## config.mk

```make
export PLATFORM = sky130hd
export DESIGN_NAME = mem_port_arbiter
export DESIGN_NICKNAME = d
export VERILOG_FILES = /design/src/rtl/riscv_pkg.sv /design/src/rtl/mem_port_arbiter.sv
export SDC_FILE = /design/constraint.sdc
export NUM_CORES = 1
export LEC_CHECK = 0
export ABC_AREA = 0
export BUFFER_PORTS_ARGS = -buffer_cell sky130_fd_sc_hd__clkbuf_2
export CORE_UTILIZATION = 36
export CTS_BUF_LIST = sky130_fd_sc_hd__clkbuf_8
export DETAILED_ROUTE_END_ITERATION = 8
export MAX_ROUTING_LAYER = met4
export PLACE_DENSITY = 0.67
export SYNTH_ARGS = -nofsm -noshare
export SYNTH_HDL_FRONTEND = slang
export SYNTH_SLANG_ARGS = --single-unit
export TNS_END_PERCENT = 5
```

## constraint.sdc

```tcl
create_clock -name clk -period 2.04 [get_ports clk]
set_clock_uncertainty 0.2 [all_clocks]
set_input_delay 0.102 -clock clk [delete_from_list [all_inputs] [get_ports clk]]
set_output_delay 0.102 -clock clk [all_outputs]
set_load 0.02 [all_outputs]
```

## src/rtl/riscv_pkg.sv

```systemverilog
// Shared encodings for the pipeline memory path.
// Arbiter state codes and the ResultSrc value that marks a load.
package riscv_pkg;

    typedef enum logic [1:0] {
        ARB_IDLE  = 2'b00,
        ARB_DATA  = 2'b01,
        ARB_FETCH = 2'b10
    } arb_state_e;

    localparam logic [1:0] RES_MEM = 2'b01;

endpackage

```

## src/rtl/mem_port_arbiter.sv

```systemverilog
// Single-port memory arbiter between fetch (F) and memory (M) stages.
// Data wins conflicts; a fetch that lost wins the next arbitration.
module mem_port_arbiter
    import riscv_pkg::*;
#(
    parameter int AW = 32,
    parameter int DW = 32
) (
    input  logic          clk,
    input  logic          rst,
    input  logic          IReqF,
    input  logic [AW-1:0] PCF,
    input  logic          DReqM,
    input  logic          DWeM,
    input  logic [AW-1:0] ALUResultM,
    input  logic [DW-1:0] WriteDataM,
    input  logic          RedirectE,
    output logic          MemReq,
    output logic          MemWe,
    output logic [AW-1:0] MemAddr,
    output logic [DW-1:0] MemWData,
    input  logic [DW-1:0] MemRData,
    input  logic          MemReady,
    output logic [DW-1:0] InstrF,
    output logic [DW-1:0] ReadDataM,
    output logic          ArbStallF,
    output logic          ArbStallM
);

    arb_state_e    state_q, state_d;
    logic [AW-1:0] addr_q, addr_d;
    logic [DW-1:0] wdata_q, wdata_d;
    logic          we_q, we_d;
    logic          last_q, last_d;
    logic          disc_q, disc_d;
    logic [DW-1:0] rdata_q, rdata_d;
    logic [DW-1:0] instr_q, instr_d;

    logic          data_done;
    logic          fetch_ok;

    assign data_done = (state_q == ARB_DATA) & MemReady;
    assign fetch_ok  = (state_q == ARB_FETCH) & MemReady & ~disc_q & ~RedirectE;

    always_comb begin
        state_d = state_q;
        addr_d  = addr_q;
        wdata_d = wdata_q;
        we_d    = we_q;
        last_d  = last_q;
        disc_d  = disc_q;
        rdata_d = rdata_q;
        instr_d = instr_q;
        unique case (state_q)
            ARB_IDLE: begin
                if (DReqM && !(last_q && IReqF)) begin
                    addr_d  = ALUResultM;
                    wdata_d = WriteDataM;
                    we_d    = DWeM;
                    state_d = ARB_DATA;
                end else if (IReqF) begin
                    addr_d  = PCF;
                    we_d    = 1'b0;
                    state_d = ARB_FETCH;
                end
            end
            ARB_DATA: begin
                if (MemReady) begin
                    state_d = ARB_IDLE;
                    last_d  = 1'b1;
                    if (!we_q) begin
                        rdata_d = MemRData;
                    end
                end
            end
            ARB_FETCH: begin
                if (MemReady) begin
                    state_d = ARB_IDLE;
                    last_d  = 1'b0;
                    disc_d  = 1'b0;
                    if (fetch_ok) begin
                        instr_d = MemRData;
                    end
                end else if (RedirectE) begin
                    // wrong-path fetch still completes, but its data is dropped
                    disc_d = 1'b1;
                end
            end
            default: begin
                state_d = ARB_IDLE;
            end
        endcase
    end

    always_ff @(posedge clk or negedge rst) begin
        if (!rst) begin
            state_q <= ARB_IDLE;
            addr_q  <= '0;
            wdata_q <= '0;
            we_q    <= 1'b0;
            last_q  <= 1'b0;
            disc_q  <= 1'b0;
            rdata_q <= '0;
            instr_q <= '0;
        end else begin
            state_q <= state_d;
            addr_q  <= addr_d;
            wdata_q <= wdata_d;
            we_q    <= we_d;
            last_q  <= last_d;
            disc_q  <= disc_d;
            rdata_q <= rdata_d;
            instr_q <= instr_d;
        end
    end

    assign MemReq    = (state_q != ARB_IDLE);
    assign MemWe     = (state_q == ARB_DATA) & we_q;
    assign MemAddr   = addr_q;
    assign MemWData  = wdata_q;
    assign ReadDataM = (data_done & ~we_q) ? MemRData : rdata_q;
    assign InstrF    = fetch_ok ? MemRData : instr_q;
    assign ArbStallM = DReqM & ~data_done;
    assign ArbStallF = IReqF & ~fetch_ok;

endmodule

```

==> run metrics <==
pwr dens=around 1500 mW/mm^2; Startpoint Class=flip-flop; Pint=about 8 mW; post-route setup slack=-0.368 ns; Tcrit/Tclk final=118%; grt ovf=0; CP arrival=about 2.1 ns; initial antenna violation count=0; vias in the first global route=between 5000 and 6000; io pins=about 270; die width=~130 um; Final Cell Area=just over 0.009 mm^2; largest net degree at the start of global routing=52; Finish-stage setup viols=66; synth top area cells=dfrtp_1 (58%), mux2_2 (20%), a21oi_1 (6.1%), mux2_1 (5.7%), nand2_1 (2.2%); failing checks=negative setup slack; Port Buffers=~270; CP Capture Type=primary output; Die Y-Extent=approximately 130 um; slack of the worst reg-to-reg path=roughly 0.040 ns; Area after DPL=roughly 0.0073 mm^2; Critical Path RT=~1.7 ns; P_sw=approximately 5.5 mW; CORE AREA=around 0.015 mm^2; post-route ant nets=0; cts bufs inserted=17; Yosys cell types=27; CP cell instances=buf_4, ha_2, nand3b_1, buf_12, mux2_2, clkbuf_2; H-tree depth=4; leading area contributor after synthesis=dfrtp_1; Largest stage delay, worst path=roughly 0.40 ns; Cells after Synth=around 450; Worst slew margin=54.8%; Slowest-stage cell, CP=dfrtp_1; CTS root buf=clkbuf_8; Num Clock Sinks=around 130; DR pass1 iterations=5; leakage power=about 4.5 nW; status=finished, violations left; post-synthesis sequential area ratio=about three fifths; Cell Area, Synth=~0.0057 mm^2; Area Growth Syn to Fin=61.3%; Worst Path Max Fanout=32; Crit Path Class=reg2out; worst hold-check path type=in2reg; minimum clock period=2.41 ns; hold depth=4; Post-synth EDFFs=0; proportion of layout cells with a drive suffix above 1=slightly below 50%; Ys Warns=0; worst skew pair latency=between 0.4 and 0.5 ns; Yosys top cell area share=58.4%; worst r2r src=state_q[0]; TritonCTS clock tree=built; R2R depth=8; GP Congestion=0.785; asr flop ratio synth=100%; Clock Power Share=15.7%; All-Layer GR Usage=between 20% and 30%; Worst R2R End=instr_q[21]; syn_nets=584; max capacitance violation total=0; via count=slightly above 5000; Hold Path Origin=RedirectE; worst slew pin tran=0.679 ns; Post-synth top cells=dfrtp_1 (133), mux2_2 (99), a21oi_1 (69), nand2_1 (33), nor2_1 (33); DRC Markers=0; HPWL after DPL=between 10000 and 15000 um; switching fraction of total power=a little over 40%; clock-pin slew on the worst setup and hold paths=0.07 ns; Synth Register Bits=approximately 130; Seq pwr share=34.7%; Vias/cell=about 4.8; Max VDD drop=0.000627 V; Logic pwr share=a little under 50%; final number of hold-violating endpoints=0; starting density of the core=between 30 and 40%; final setup TNS=-21.75 ns; DR iter-0 viols=approximately 240; FP Rows=45; WL final=17600 um; pre-CTS setup slack=-0.0104 ns; multi-input logic area=between 0.002 and 0.0025 mm^2; hold endpoint=instr_q[5]; RSZ-0062 raised after global routing=yes; DR WL/cell=~16 um; Final Max Tran Viols=0; top_reg_cell synth=dfrtp_1; Max Freq=0.415 GHz; clock tree buffer depth=2; FF/Latch Area=approximately 0.0033 mm^2; synthesized area per cell=between 10 and 15 um^2; top-count cell post-synth=dfrtp_1; Die Area=0.0163 mm^2; Nets=994; fill cell count=roughly 1200; first-pass GRT wire length=around 27000 um; Antenna diodes=0
-- layout make-up --
type | count | share of cell area (%)
clock buffer | 19 | 2.85
sequential | 133 | 36.2
clock inverter | 12 | 1.25
inverter | 3 | 0.123
timing repair buffer | 417 | 32.0
tap | 211 | 2.87
multi-input combinational | 283 | 24.7
-- logic make-up (layout without fill, tap and decap cells) --
| group | Yosys count | in the layout | synth area share, % |
|---|---|---|---|
| adders and majority gates | 4 | 4 | 0.879 |
| and+or+nand+nor | 74 | 74 | 5.23 |
| buffers and inverters | 29 | 451 | 2.75 |
| muxes | 129 | 129 | 25.5 |
| AOI/OAI and AO/OA | 76 | 76 | 7.25 |
| DFF | 133 | 133 | 58.4 |
-- registers in the layout, summed over array words and instances, names as in the netlist --
signal / count
instr_q: 32
MemWData: 32
last_q: 1
disc_q: 1
state_q: 2
MemAddr: 32
we_q: 1
rdata_q: 32
-- cell usage in the layout (no fill, tap or decap), types with 2 or more instances in the layout --
cell type	n
ha_1	2
buf_12	7
bufinv_16	2
buf_4	14
clkbuf_2	231
mux2_2	93
inv_1	5
nand2_2	2
clkinvlp_4	2
nand2_1	32
buf_2	26
nor2b_1	2
buf_6	3
mux2_4	6
a21oi_1	69
clkbuf_8	19
clkinv_2	4
mux2_1	29
nor2_1	33
dfrtp_1	133
dlygate4sd3_1	135
nand2b_1	2
-- critical path: cells and delay by family, from the launching register on --
kind	cells	cell delay, ns
simple gates	1	0.13
mux	1	0.39
buf+inv	3	0.54
flops	1	0.40
fa+ha+maj	1	0.20
-- per-stage QoR --
stage / cells / total power [mW] / util, % / hold slack, ns
after floorplan: 445 / 8.59 / - / -0.394
final: 1078 / 13.4 / 60.0 / 0.0510
after detailed placement: 909 / 10.9 / 48.0 / -0.110
after global routing: 1078 / 14.2 / 60.0 / 0.0317
after CTS: 1077 / 13.3 / 59.6 / 0.00993
after global placement: 909 / 10.7 / 48.0 / -0.113
-- layer usage --
metal / share of wire [%] / vias up / GRT usage [%]
met2: 51 / 277 / 39.0
met4: 3.0 / 0 / 10.7
met5: 0 / - / -
met1: 39 / 2480 / 23.4
li1: - / 2361 / -
met3: 6.8 / 55 / 6.55
-- power groups by stage --
stage / clock (mW) / combinational, mW / sequential (mW)
detailed placement: 0 / 6.26 / 4.65
global placement: 0 / 6.09 / 4.59
floorplan: 0 / 3.29 / 5.29
global route: 2.31 / 7.08 / 4.79
CTS: 2.19 / 6.50 / 4.62
finish: 2.10 / 6.63 / 4.64
-- worst max-delay path by stage --
| stage | from | endpoint | slack, ns |
|---|---|---|---|
| after floorplan | state_q[0] | InstrF[0] | 0.07 |
| final | state_q[0] | ReadDataM[24] | -0.37 |
| after global routing | state_q[0] | InstrF[16] | -0.50 |
| after CTS | state_q[0] | ReadDataM[9] | -0.45 |
| after global placement | state_q[0] | InstrF[2] | 0.03 |
| after detailed placement | state_q[0] | InstrF[22] | -0.01 |
-- timing repair --
action,CTS,global route
gates resized for setup,3,54
endpoints found under the setup margin,66,91
cloned,1,0
hold buffers,135,0
setup buffers,1,1
hold endpoints to repair,266,0
No activity file was read; power rests on OpenSTA's default activity.
